[src/rtl/uart_rx_if.sv]
// uart_rx_if: serial line, frame config and host handshake of the UART receiver
interface uart_rx_if;
  logic       rx;
  logic       eight;
  logic       pen;
  logic       ohel;
  logic       read;
  logic [7:0] rx_data;
  logic       rx_ready;
  logic       perr;
  logic       ferr;
  logic       ovf;
  modport slave (input rx, eight, pen, ohel, read, output rx_data, rx_ready, perr, ferr, ovf);
  modport master (output rx, eight, pen, ohel, read, input rx_data, rx_ready, perr, ferr, ovf);
endinterface

[src/rtl/uart_rx.sv]
// uart_rx: mid-bit sampling UART receiver, 7/8 data bits, optional odd/even parity, ready/overrun flags
module uart_rx #(
  parameter int BAUD_DIV = 5208
) (
  input logic     clk,
  input logic     reset,
  uart_rx_if.slave bus
);
  localparam logic [2:0] IDLE = 3'd0, START = 3'd1, DATA = 3'd2, PARITY = 3'd3, STOP = 3'd4;
  localparam logic [15:0] HALF = 16'(BAUD_DIV / 2 - 1);
  localparam logic [15:0] FULL = 16'(BAUD_DIV - 1);
  logic        sync_q, rx_s_q;
  logic [2:0]  state_q, state_d;
  logic [15:0] cnt_q, cnt_d;
  logic [2:0]  bit_q, bit_d;
  logic [7:0]  sh_q, sh_d;
  logic        par_q, par_d;
  logic [2:0]  cfg_q, cfg_d;
  logic [7:0]  data_q, data_d;
  logic        rdy_q, rdy_d, perr_q, perr_d, ferr_q, ferr_d, ovf_q, ovf_d;
  logic        tick, last, done;
  logic [7:0]  data_new;
  always_comb begin
    tick     = cnt_q == (state_q == START ? HALF : FULL);
    last     = bit_q == (cfg_q[2] ? 3'd7 : 3'd6);
    done     = state_q == STOP && tick;
    data_new = cfg_q[2] ? sh_q : {1'b0, sh_q[7:1]};
    state_d  = state_q;
    cnt_d    = tick ? 16'd0 : cnt_q + 16'd1;
    bit_d    = bit_q;
    sh_d     = sh_q;
    par_d    = par_q;
    cfg_d    = cfg_q;
    case (state_q)
      IDLE: begin
        cnt_d = 16'd0;
        if (!rx_s_q) begin
          state_d = START;
          cfg_d   = {bus.eight, bus.pen, bus.ohel};
          sh_d    = 8'd0;
          bit_d   = 3'd0;
        end
      end
      START: if (tick) state_d = rx_s_q ? IDLE : DATA;
      DATA: if (tick) begin
        sh_d  = {rx_s_q, sh_q[7:1]};
        bit_d = bit_q + 3'd1;
        if (last) state_d = cfg_q[1] ? PARITY : STOP;
      end
      PARITY: if (tick) begin
        par_d   = rx_s_q;
        state_d = STOP;
      end
      STOP: if (tick) state_d = IDLE;
      default: state_d = IDLE;
    endcase
    data_d = done ? data_new : data_q;
    perr_d = done ? cfg_q[1] & (^data_new ^ par_q ^ cfg_q[0]) : perr_q;
    ferr_d = done ? ~rx_s_q : ferr_q;
    rdy_d  = done | (rdy_q & ~bus.read);
    ovf_d  = done ? rdy_q & ~bus.read : ovf_q & ~(rdy_q & bus.read);
  end
  always_ff @(posedge clk) begin
    if (!reset) begin
      sync_q  <= 1'b1;
      rx_s_q  <= 1'b1;
      state_q <= IDLE;
      cnt_q   <= 16'd0;
      bit_q   <= 3'd0;
      sh_q    <= 8'd0;
      par_q   <= 1'b0;
      cfg_q   <= 3'd0;
      data_q  <= 8'd0;
      rdy_q   <= 1'b0;
      perr_q  <= 1'b0;
      ferr_q  <= 1'b0;
      ovf_q   <= 1'b0;
    end else begin
      sync_q  <= bus.rx;
      rx_s_q  <= sync_q;
      state_q <= state_d;
      cnt_q   <= cnt_d;
      bit_q   <= bit_d;
      sh_q    <= sh_d;
      par_q   <= par_d;
      cfg_q   <= cfg_d;
      data_q  <= data_d;
      rdy_q   <= rdy_d;
      perr_q  <= perr_d;
      ferr_q  <= ferr_d;
      ovf_q   <= ovf_d;
    end
  end
  assign bus.rx_data  = data_q;
  assign bus.rx_ready = rdy_q;
  assign bus.perr     = perr_q;
  assign bus.ferr     = ferr_q;
  assign bus.ovf      = ovf_q;
endmodule
[src/flat_wrapper.sv]
// flat-port wrapper written by rule: the top's interface ports become plain ports
module uart_rx_flat 
#(
  parameter int BAUD_DIV = 5208
)
  (clk, reset, bus_rx, bus_eight, bus_pen, bus_ohel, bus_read, bus_rx_data, bus_rx_ready, bus_perr, bus_ferr, bus_ovf);
  uart_rx_if bus_i ();
  input logic clk;
  input logic reset;
  input wire logic [$bits(bus_i.rx)-1:0] bus_rx;
  input wire logic [$bits(bus_i.eight)-1:0] bus_eight;
  input wire logic [$bits(bus_i.pen)-1:0] bus_pen;
  input wire logic [$bits(bus_i.ohel)-1:0] bus_ohel;
  input wire logic [$bits(bus_i.read)-1:0] bus_read;
  output wire logic [$bits(bus_i.rx_data)-1:0] bus_rx_data;
  output wire logic [$bits(bus_i.rx_ready)-1:0] bus_rx_ready;
  output wire logic [$bits(bus_i.perr)-1:0] bus_perr;
  output wire logic [$bits(bus_i.ferr)-1:0] bus_ferr;
  output wire logic [$bits(bus_i.ovf)-1:0] bus_ovf;
  assign bus_i.rx = bus_rx;
  assign bus_i.eight = bus_eight;
  assign bus_i.pen = bus_pen;
  assign bus_i.ohel = bus_ohel;
  assign bus_i.read = bus_read;
  assign bus_rx_data = bus_i.rx_data;
  assign bus_rx_ready = bus_i.rx_ready;
  assign bus_perr = bus_i.perr;
  assign bus_ferr = bus_i.ferr;
  assign bus_ovf = bus_i.ovf;
  uart_rx #(.BAUD_DIV(BAUD_DIV)) u_core (.clk(clk), .reset(reset), .bus(bus_i));
endmodule
[config.mk]
export PLATFORM = sky130hd
export DESIGN_NAME = uart_rx_flat
export DESIGN_NICKNAME = d
export VERILOG_FILES = /design/src/rtl/uart_rx_if.sv /design/src/rtl/uart_rx.sv /design/src/flat_wrapper.sv
export SDC_FILE = /design/constraint.sdc
export NUM_CORES = 1
export LEC_CHECK = 0
export ABC_CLOCK_PERIOD_IN_PS = 3340
export BUFFER_PORTS_ARGS = -buffer_cell sky130_fd_sc_hd__clkbuf_2
export CAP_MARGIN = 20
export CELL_PAD_IN_SITES_DETAIL_PLACEMENT = 1
export CELL_PAD_IN_SITES_GLOBAL_PLACEMENT = 1
export CORE_UTILIZATION = 48
export CTS_CLUSTER_DIAMETER = 50
export DETAILED_ROUTE_END_ITERATION = 12
export PLACE_DENSITY_LB_ADDON = 0.1
export SLEW_MARGIN = 20
export SYNTH_ARGS = -nofsm -noshare
export SYNTH_HDL_FRONTEND = slang
export SYNTH_SLANG_ARGS = --single-unit
[constraint.sdc]
create_clock -name clk -period 3.34 [get_ports clk]
set_input_delay 0.668 -clock clk [delete_from_list [all_inputs] [get_ports clk]]
set_output_delay 0.668 -clock clk [all_outputs]
set_load 0.05 [all_outputs]
==> results.json, run 1 <==
{
  "status": "complete, no violations",
  "grt-ovfl-total": 0,
  "rsz0062_at_grt": "no",
  "gp_congestion": 0.776,
  "synth_cell_type_count": 41,
  "cp.required_ps": 3550,
  "timing.critical_path.fanout_max": 16,
  "clockRootBuffer": "clkbuf_8",
  "worstSetupEndpointType": "register",
  "postRouteWirelength_um": 4540,
  "multi_input_area_mm2": 0.00115,
  "first_iter_violations": 50,
  "num-nets-final": 271,
  "nFillCells": 541,
  "seqCellArea_um2": 961,
  "cts_buffers": 5,
  "synth-edff-count": 0,
  "maxSlewHeadroom_pct": 56.6,
  "crit_type": "reg -> reg",
  "leakage_uw": 0.000850,
  "yosys.area.top_type": "dfxtp_1",
  "start_kind": "register",
  "die_area_mm2": 0.00486,
  "irDropWorstVdd_uv": 254,
  "grt_pass1_vias": 1709,
  "hold_buffers": 0,
  "drcViolationCount": 0,
  "vias": 1720,
  "cts_resized": 0,
  "min_period_over_period_pct": 65.5,
  "cts_buffer_depth": 2,
  "die_x_um": 69.7,
  "clk_pin_slew_ps": 90,
  "dp_hpwl_um": 3270,
  "fin_util_pct": 55.2,
  "grt_max_degree": 22,
  "skew_ps": 11.2,
  "port_buffers": 18,
  "area_growth_pct": 9.89,
  "diodes": 0,
  "clk_latency_ps": 300,
  "avgSynthCellArea_um2": 8.91,
  "ys_seq_area_share_pct": 43.7,
  "ys_warn_count": 0,
  "drt.antenna.violating_nets": 0,
  "hold_class": "reg -> reg",
  "synth_area_mm2": 0.00220,
  "synth_fp_nets": 256,
  "ys_top_cells_by_area": "dfxtp_1 44%, xnor2_1 7.6%, nor2_1 6.1%",
  "yosysMostFrequentCell": "dfxtp_1",
  "cts_tree": "yes",
  "finalSetupViolations": 0,
  "clock.fmax_mhz": 457,
  "h-tree-depth": 2,
  "dieHeight_um": 69.7,
  "antenna_found_initial": 0,
  "yosys-top-cells-count": "48 x dfxtp_1, 36 x nor2_1, 22 x nand2_1",
  "crit_arrival_ps": 2400,
  "cts_sinks": 48,
  "fin_tns_setup_ps": 0,
  "finalCriticalPeriod_ps": 2190,
  "ys_ff_latch": 48,
  "firstDrtPassIters": 4,
  "io_pins": 19,
  "wl_per_cell_um": 14.4,
  "synth_top_area_share_pct": 43.7,
  "hold_viol": 0,
  "drive_above_1_share_pct": 12.9,
  "tightest_slew_ps": 649,
  "powerDensity_mw_per_mm2": 427,
  "synth-async-reset-ratio_pct": 0,
  "rows": 24,
  "start_util_pct": 50.2,
  "post_cts_buffers": 0,
  "grt_pass1_wl_um": 8020,
  "coreArea_mm2": 0.00438,
  "routed_via_density": 5.46,
  "syn_inst": 247,
  "drv_cap": 0,
  "report.final.slew_viol_count": 0,
  "synth-main-ff-cell": "dfxtp_1",
  "grt_usage_pct": 20.7
}
-- routing by layer --
metal | vias up | GRT usage (%) | share of wire (%)
met3 | 5 | 4.51 | 2.9
met1 | 822 | 29.8 | 53
met5 | - | 0 | 0
met4 | 0 | 6.67 | 1.1
met2 | 19 | 31.0 | 43
li1 | 874 | - | -
-- sequential cells by signal (all words and copies together), names as in the netlist, 3 cells and up --
| register | count |
|---|---|
| u_core.cfg_q | 3 |
| u_core.sh_q | 8 |
| u_core.state_q | 3 |
| u_core.bus.rx_data | 8 |
| u_core.bit_q | 3 |
| u_core.cnt_q | 16 |
-- through the flow --
stage / hold slack (ps) / setup WS (ps) / std cells / cell area (µm²) / power (µW)
floorplan: 386 / 1440 / 247 / 2200 / 628
global placement: 390 / 1320 / 307 / 2310 / 638
detailed placement: 402 / 1150 / 307 / 2310 / 639
CTS: 425 / 1130 / 315 / 2420 / 1040
global route: 441 / 863 / 315 / 2420 / 1070
finish: 417 / 1150 / 315 / 2420 / 1030
-- critical path, cell delays in order (launching register included) --
cell,delay [ps]
dfxtp_1,470
nor3b_1,330
or3_4,220
a21o_1,290
nand3_1,530
nor2_1,270
-- worst paths after layout --
kind | endpoint | cells past startpoint | start | slack, ps
worst max-delay path | u_core.cnt_q[9] | 5 | u_core.state_q[0] | 1150
worst min-delay path | u_core.rx_s_q | 1 | u_core.sync_q | 420
worst max register to register | u_core.cnt_q[9] | 5 | u_core.state_q[0] | 1150
worst min register to register | u_core.rx_s_q | 1 | u_core.sync_q | 420
-- layout by cell type, fill, tap and decap left out, types with 5 or more instances in the layout --
master,n
dfxtp_1,48
nor2_1,36
nand2_1,22
xnor2_1,19
clkbuf_2,18
nand3_1,11
mux2i_1,11
nand3b_1,9
a21oi_1,8
inv_1,6
xor2_1,6
a211oi_1,5
nand2b_1,5
nor3_1,5
clkbuf_8,5
-- where the power goes --
part           switching [µW]  leakage, µW  internal, µW
clock                     187    0.0000552           222
sequential               7.80     0.000387           577
combinational            24.2     0.000407          15.1
-- cells by family (layout without fill, tap and decap cells) --
group                      count (synthesis)  in the layout  share of synthesized area [%]
xor gates and xnor gates                  25             25                           9.95
buffers and inverters                     19             35                           4.15
and+or+nand+nor                          109            109                           25.1
muxes                                     11             11                           5.00
AOI/OAI and AO/OA                         33             33                           11.0
adders and majority gates                  2              2                           1.14
DFF                                       48             48                           43.7
-- final cells by class --
cell class / instances / share of cell area (%)
Clock buffer: 6 / 3.00
Clock inverter: 2 / 1.45
Inverter: 7 / 1.09
Multi-Input combinational cell: 180 / 47.7
Sequential cell: 48 / 39.7
Tap cell: 52 / 2.69
Timing Repair Buffer: 20 / 4.35
Note: power is estimated with default switching activity, not from simulation.
==> run 2, diff against run 1 <==
--- a/config.mk
+++ b/config.mk
@@ -5,12 +5,13 @@
 export SDC_FILE = /design/constraint.sdc
 export NUM_CORES = 1
 export LEC_CHECK = 0
-export ABC_CLOCK_PERIOD_IN_PS = 3340
+export ABC_AREA = 1
+export ABC_CLOCK_PERIOD_IN_PS = 1800
 export BUFFER_PORTS_ARGS = -buffer_cell sky130_fd_sc_hd__clkbuf_2
 export CAP_MARGIN = 20
 export CELL_PAD_IN_SITES_DETAIL_PLACEMENT = 1
 export CELL_PAD_IN_SITES_GLOBAL_PLACEMENT = 1
-export CORE_UTILIZATION = 48
+export CORE_UTILIZATION = 38
 export CTS_CLUSTER_DIAMETER = 50
 export DETAILED_ROUTE_END_ITERATION = 12
 export PLACE_DENSITY_LB_ADDON = 0.1
==> constraint.sdc (replaced) <==
create_clock -name clk -period 1.8 [get_ports clk]
set_input_delay 0.36 -clock clk [delete_from_list [all_inputs] [get_ports clk]]
set_output_delay 0.36 -clock clk [all_outputs]
set_load 0.05 [all_outputs]
==> results.json, run 2 <==
{
  "r2r-end": "u_core.bus.rx_data[7]",
  "vias": 2371,
  "timing.critical_path.fanout_max": 7,
  "drt.antenna.violating_nets": 0,
  "area_growth_pct": 19.1,
  "r2r_cells": 11,
  "critPathMaxStageDelay_ps": 370,
  "critPathTopFamily": "simple AND/OR/NAND/NOR gates",
  "finalSetupViolations": 0,
  "drv_cap": 0,
  "postRouteWirelength_um": 6220,
  "crit_type": "reg -> reg",
  "cp_common_cell": "nor2_1",
  "skew_ps": 11.7,
  "pre_cts_slack_ps": -62.5,
  "clk_latency_ps": 310,
  "drive_above_1_share_pct": 20.1,
  "cts_buffer_depth": 2,
  "yosys.area.top_type": "dfxtp_1",
  "ys_top_cells_by_area": "dfxtp_1 39%, nand2_1 13%, nor2_1 12%",
  "finalNonFillerCells": 474,
  "io_pins": 19,
  "rsz0062_at_grt": "yes",
  "diodes": 0,
  "p_seq_share_pct": 47.8,
  "drcViolationCount": 0,
  "yosys-top-cells-count": "83 x nand2_1, 76 x nor2_1, 48 x dfxtp_1",
  "worst-path-buf-inv": 2,
  "yosysMostFrequentCell": "nand2_1",
  "clk_pin_slew_ps": 90,
  "maxSlewHeadroom_pct": 70.8,
  "dieHeight_um": 82.3,
  "hold_viol": 0,
  "cts_buffers": 5,
  "synth-edff-count": 0,
  "crit_chain": "ha_4 > inv_1 > nor2_1 > nand4_1 > a21oi_4 > nand2_4 > nor2_8 > buf_6 > o21ai_1 > nand2_1 > nor2_1",
  "final.setup.worst_slack_ps": 87.7,
  "ys_seq_area_share_pct": 39.2,
  "irDropWorstVdd_uv": 413,
  "die_area_mm2": 0.00677,
  "synth_area_mm2": 0.00245,
  "tightest_slew_ps": 433,
  "syn_inst": 359,
  "grt_usage_pct": 19.1,
  "r2r_slack_ps": 90,
  "ys_warn_count": 0,
  "start_util_pct": 40.4,
  "status": "complete, no violations",
  "mostFrequentLayoutCell": "nand2_1",
  "ys_ff_latch": 48,
  "clockRootBuffer": "clkbuf_8",
  "fin_tns_setup_ps": 0,
  "timing.hold.ws_ps": 232,
  "pwr-share-clk_pct": 27.7,
  "synth-async-reset-ratio_pct": 0,
  "cts_tree": "yes",
  "synth_top_area_share_pct": 39.2,
  "slowest_stage": "dfxtp_4",
  "cp_num_cells": 11,
  "p_sw_uw": 827,
  "comb_power_share_pct": 24.5,
  "leakage_uw": 0.00127,
  "crit_arrival_ps": 1920,
  "rows": 28,
  "grt_max_degree": 21,
  "clock.fmax_mhz": 584,
  "cts_sinks": 48,
  "largest_register_ffs": 16,
  "avgSynthCellArea_um2": 6.82,
  "h-tree-depth": 2,
  "report.final.slew_viol_count": 0,
  "gp_congestion": 0.790,
  "grt_pass1_wl_um": 10000,
  "synth_cell_type_count": 38,
  "start_kind": "register",
  "wl_per_cell_um": 13.1,
  "routed_via_density": 5.00,
  "dp_hpwl_um": 4570,
  "reg2reg_from": "u_core.cnt_q[1]",
  "antenna_found_initial": 0,
  "nFillCells": 824,
  "min_period_over_period_pct": 95.1,
  "num-nets-final": 407,
  "synth_fp_nets": 368,
  "hold_class": "in -> reg",
  "dpl.cell_count": 456,
  "finalCriticalPeriod_ps": 1710,
  "synth-main-ff-cell": "dfxtp_1",
  "worstSetupEndpoint": "u_core.bus.rx_data[7]",
  "cp.required_ps": 2010,
  "grt_pass1_vias": 2257,
  "netSwitchingFraction_pct": 33.5,
  "firstDrtPassIters": 4,
  "first_iter_violations": 55,
  "crit_start": "u_core.cnt_q[1]",
  "regMostFlops": "u_core.cnt_q",
  "p_int_uw": 1640,
  "layout_common_cells": "83 x nand2_1, 73 x nor2_1, 44 x dfxtp_1",
  "die_x_um": 82.3,
  "worstSetupEndpointType": "register",
  "powerDensity_mw_per_mm2": 848,
  "fin_util_pct": 48.1,
  "coreArea_mm2": 0.00606,
  "port_buffers": 18,
  "grt-ovfl-total": 0
}
[run 2: power by group through the flow]
stage	registers [µW]	clock network [µW]	logic, µW
3_3_place_gp	1190	0	549
2_1_floorplan	1190	0	422
5_1_grt	1190	745	693
4_1_cts	1170	720	573
6_report	1180	685	605
3_5_place_dp	1190	0	567
[run 2: area by class of cell]
cell class | count | area (µm²) | share of cell area, %
clock buffers | 7 | 86.3 | 2.96
clock inverters | 1 | 7.51 | 0.257
inverters | 38 | 149 | 5.11
multi-input cells | 265 | 1340 | 46.0
flip-flops and latches | 48 | 971 | 33.3
well taps | 75 | 93.8 | 3.22
repair buffers | 39 | 259 | 8.88
repair inverters | 1 | 7.51 | 0.257
[run 2: repair_timing]
item | CTS | global route
gates resized for setup | 2 | 28
hold buffers | 0 | 0
endpoints found under the setup margin | 20 | 27
buffers inserted | 1 | 7
pin swaps | 1 | 4
gates cloned | 0 | 2
[run 2: per-layer routing]
layer,wire (µm),GRT usage [%],up-vias
met5,0,0,-
met4,66,5.79,0
met3,114,2.97,5
met2,3320,35.8,22
met1,2720,22.1,1124
li1,-,-,1220
[run 2: worst min-delay path by stage]
stage | from | endpoint | slack (ps) | depth (start not counted)
6_report | bus_rx | u_core.sync_q | 230 | 2
3_3_place_gp | u_core.sync_q | u_core.rx_s_q | 400 | 1
5_1_grt | bus_rx | u_core.sync_q | 230 | 2
3_5_place_dp | u_core.sync_q | u_core.rx_s_q | 410 | 1
2_1_floorplan | u_core.sync_q | u_core.rx_s_q | 390 | 1
4_1_cts | bus_rx | u_core.sync_q | 230 | 2
[run 2: worst reg2reg max path, delay by kind of cell (launching register included)]
family	cells	cell delay, ps
AOI/OAI and AO/OA	2	290
adders and majority gates	1	120
buffers and inverters	2	150
DFF	1	370
and+or+nand+nor	6	700
[run 2: metrics by stage]
stage	power (µW)	instance area, µm²
after detailed placement	1760	2670
after global routing	2630	2920
final	2470	2920
after CTS	2460	2770
after floorplan	1610	2450
after global placement	1740	2670
[run 2: kinds of logic after synthesis]
group	synth area share (%)
fa+ha+maj	1.02
simple gates	36.5
compound gates	12.8
buf+inv	7.97
xor+xnor	2.50
flops	39.2
==> run 3, diff against run 2 <==
--- a/config.mk
+++ b/config.mk
@@ -8,9 +8,10 @@
 export ABC_AREA = 1
 export ABC_CLOCK_PERIOD_IN_PS = 1800
 export BUFFER_PORTS_ARGS = -buffer_cell sky130_fd_sc_hd__clkbuf_2
-export CAP_MARGIN = 20
+export CAP_MARGIN = 15
 export CELL_PAD_IN_SITES_DETAIL_PLACEMENT = 1
 export CELL_PAD_IN_SITES_GLOBAL_PLACEMENT = 1
+export CORE_MARGIN = 2
 export CORE_UTILIZATION = 38
 export CTS_CLUSTER_DIAMETER = 50
 export DETAILED_ROUTE_END_ITERATION = 12
==> constraint.sdc (replaced) <==
create_clock -name clk -period 1.8 [get_ports clk]
set_input_delay 0.09 -clock clk [delete_from_list [all_inputs] [get_ports clk]]
set_output_delay 0.09 -clock clk [all_outputs]
set_load 0.05 [all_outputs]
==> results.json, run 3 (synthesis gave the netlist of run 2 again) <==
{
  "wl_met2_um": 3300,
  "min_period_over_period_pct": 92.3,
  "critPathMaxStageDelay_ps": 360,
  "tightest_slew_ps": 327,
  "regMostFlops": "u_core.cnt_q",
  "clk_pin_slew_ps": 90,
  "leakage_uw": 0.00127,
  "fin_tns_setup_ps": 0,
  "postRouteWirelength_um": 6130,
  "cts_buffer_depth": 2,
  "critPathTopFamily": "simple AND/OR/NAND/NOR gates",
  "grt-ovfl-total": 0,
  "cp.required_ps": 2000,
  "layout_common_cells": "83 x nand2_1, 74 x nor2_1, 44 x dfxtp_1",
  "dp_hpwl_um": 4540,
  "status": "complete, no violations",
  "cts_buffers": 5,
  "finalCriticalPeriod_ps": 1660,
  "first_iter_violations": 34,
  "grt_max_degree": 20,
  "worstSetupEndpoint": "u_core.bus.rx_data[3]",
  "maxSlewHeadroom_pct": 78.0,
  "report.final.slew_viol_count": 0,
  "rows": 29,
  "num-nets-final": 406,
  "r2r-end": "u_core.bus.rx_data[3]",
  "clock.fmax_mhz": 602,
  "clk_latency_ps": 300,
  "mostFrequentLayoutCell": "nand2_1",
  "cp_num_cells": 10,
  "die_x_um": 84.3,
  "diodes": 0,
  "dieHeight_um": 84.3,
  "timing.critical_path.fanout_max": 8,
  "timing.hold.ws_ps": 13.3,
  "drcViolationCount": 0,
  "grt_pass1_wl_um": 10500,
  "area_growth_pct": 19.4,
  "clockRootBuffer": "clkbuf_8",
  "met1_length_um": 2630,
  "skew_ps": 10.3,
  "cts_sinks": 48,
  "antenna_found_initial": 0,
  "largest_register_ffs": 16,
  "grt_usage_pct": 17.9,
  "vias": 2352,
  "grt_pass1_vias": 2375,
  "r2r_cells": 10,
  "coreArea_mm2": 0.00628,
  "r2r_slack_ps": 140,
  "fin_util_pct": 46.6,
  "crit_arrival_ps": 1860,
  "firstDrtPassIters": 2,
  "worstSetupEndpointType": "register",
  "crit_type": "reg -> reg",
  "drive_above_1_share_pct": 19.3,
  "drt.antenna.violating_nets": 0,
  "powerDensity_mw_per_mm2": 905,
  "irDropWorstVdd_uv": 469,
  "port_buffers": 18,
  "crit_start": "u_core.cnt_q[0]",
  "hold_class": "in -> reg",
  "slowest_stage": "dfxtp_2",
  "finalSetupViolations": 0,
  "crit_chain": "ha_4 > inv_1 > nor2_2 > nand4_1 > a21oi_4 > nand2_4 > nor2_8 > inv_2 > o21ai_1 > nor2_1",
  "hold_start": "bus_ohel",
  "gp_congestion": 0.771,
  "rsz0062_at_grt": "yes",
  "routed_via_density": 4.95,
  "wl_per_cell_um": 12.9,
  "cts_tree": "yes",
  "h-tree-depth": 2,
  "drv_cap": 0,
  "worst-path-buf-inv": 2,
  "met3_length_um": 107,
  "p_total_uw": 2650,
  "hold_viol": 0,
  "start_kind": "register",
  "start_util_pct": 39.0,
  "io_pins": 19,
  "die_area_mm2": 0.00711,
  "top_layer_used": "met4",
  "reg2reg_from": "u_core.cnt_q[0]"
}
## run 3: changes by cell type in the layout (fill, tap and decap cells not counted), sizes merged
cell	previous run	this run
dlygate4sd3	0	1
clkbuf	25	24
buf	21	20
bufinv	0	1
clkinvlp	3	1
clkinv	1	2
## run 3: power breakdown
group | switching (µW) | internal (µW)
sequential | 57.6 | 1120
clock | 375 | 455
combinational | 402 | 241
total | 835 | 1810
## run 3: worst min-delay path, stage by stage
cell and delay, ps:
clkbuf_2 80, nor2_1 40, nor2_1 80
## run 3: area by class of cell
cell class / count / area [µm²]
flip-flops and latches: 48 / 968
repair buffers: 39 / 277
well taps: 77 / 96.3
fillers: 827 / 3350
clock buffers: 6 / 82.6
inverters: 38 / 146
multi-input cells: 265 / 1320
clock inverters: 2 / 38.8
## run 3: metal layers
layer  GRT usage (%)  vias up
li1                -     1224
met1            20.1     1106
met2            34.1       16
met3            3.24        6
met4            4.84        0
met5               0        -
## run 3: timing repair
action                                  CTS  global route
resized for setup                         1            18
hold buffers                              1             0
setup buffers                             2             7
endpoints found under the setup margin    6            27
pin swaps                                 1             4
hold endpoints to repair                  1             0
gates cloned                              0             0
## run 3: worst min path at each step
stage | to | slack [ps] | cells past startpoint
floorplan | u_core.sync_q | 200 | 1
CTS | u_core.cfg_q[0] | 2 | 3
detailed placement | u_core.sync_q | 280 | 2
finish | u_core.cfg_q[0] | 10 | 3
global route | u_core.cfg_q[0] | 20 | 3
global placement | u_core.sync_q | 280 | 2
## run 3: stage by stage
stage | instances | setup WS [ps] | instance area [µm²]
floorplan | 359 | 220 | 2450
global placement | 457 | 76.4 | 2690
detailed placement | 457 | -7.65 | 2690
CTS | 468 | 1.92 | 2840
global route | 475 | -39.2 | 2930
finish | 475 | 138 | 2930
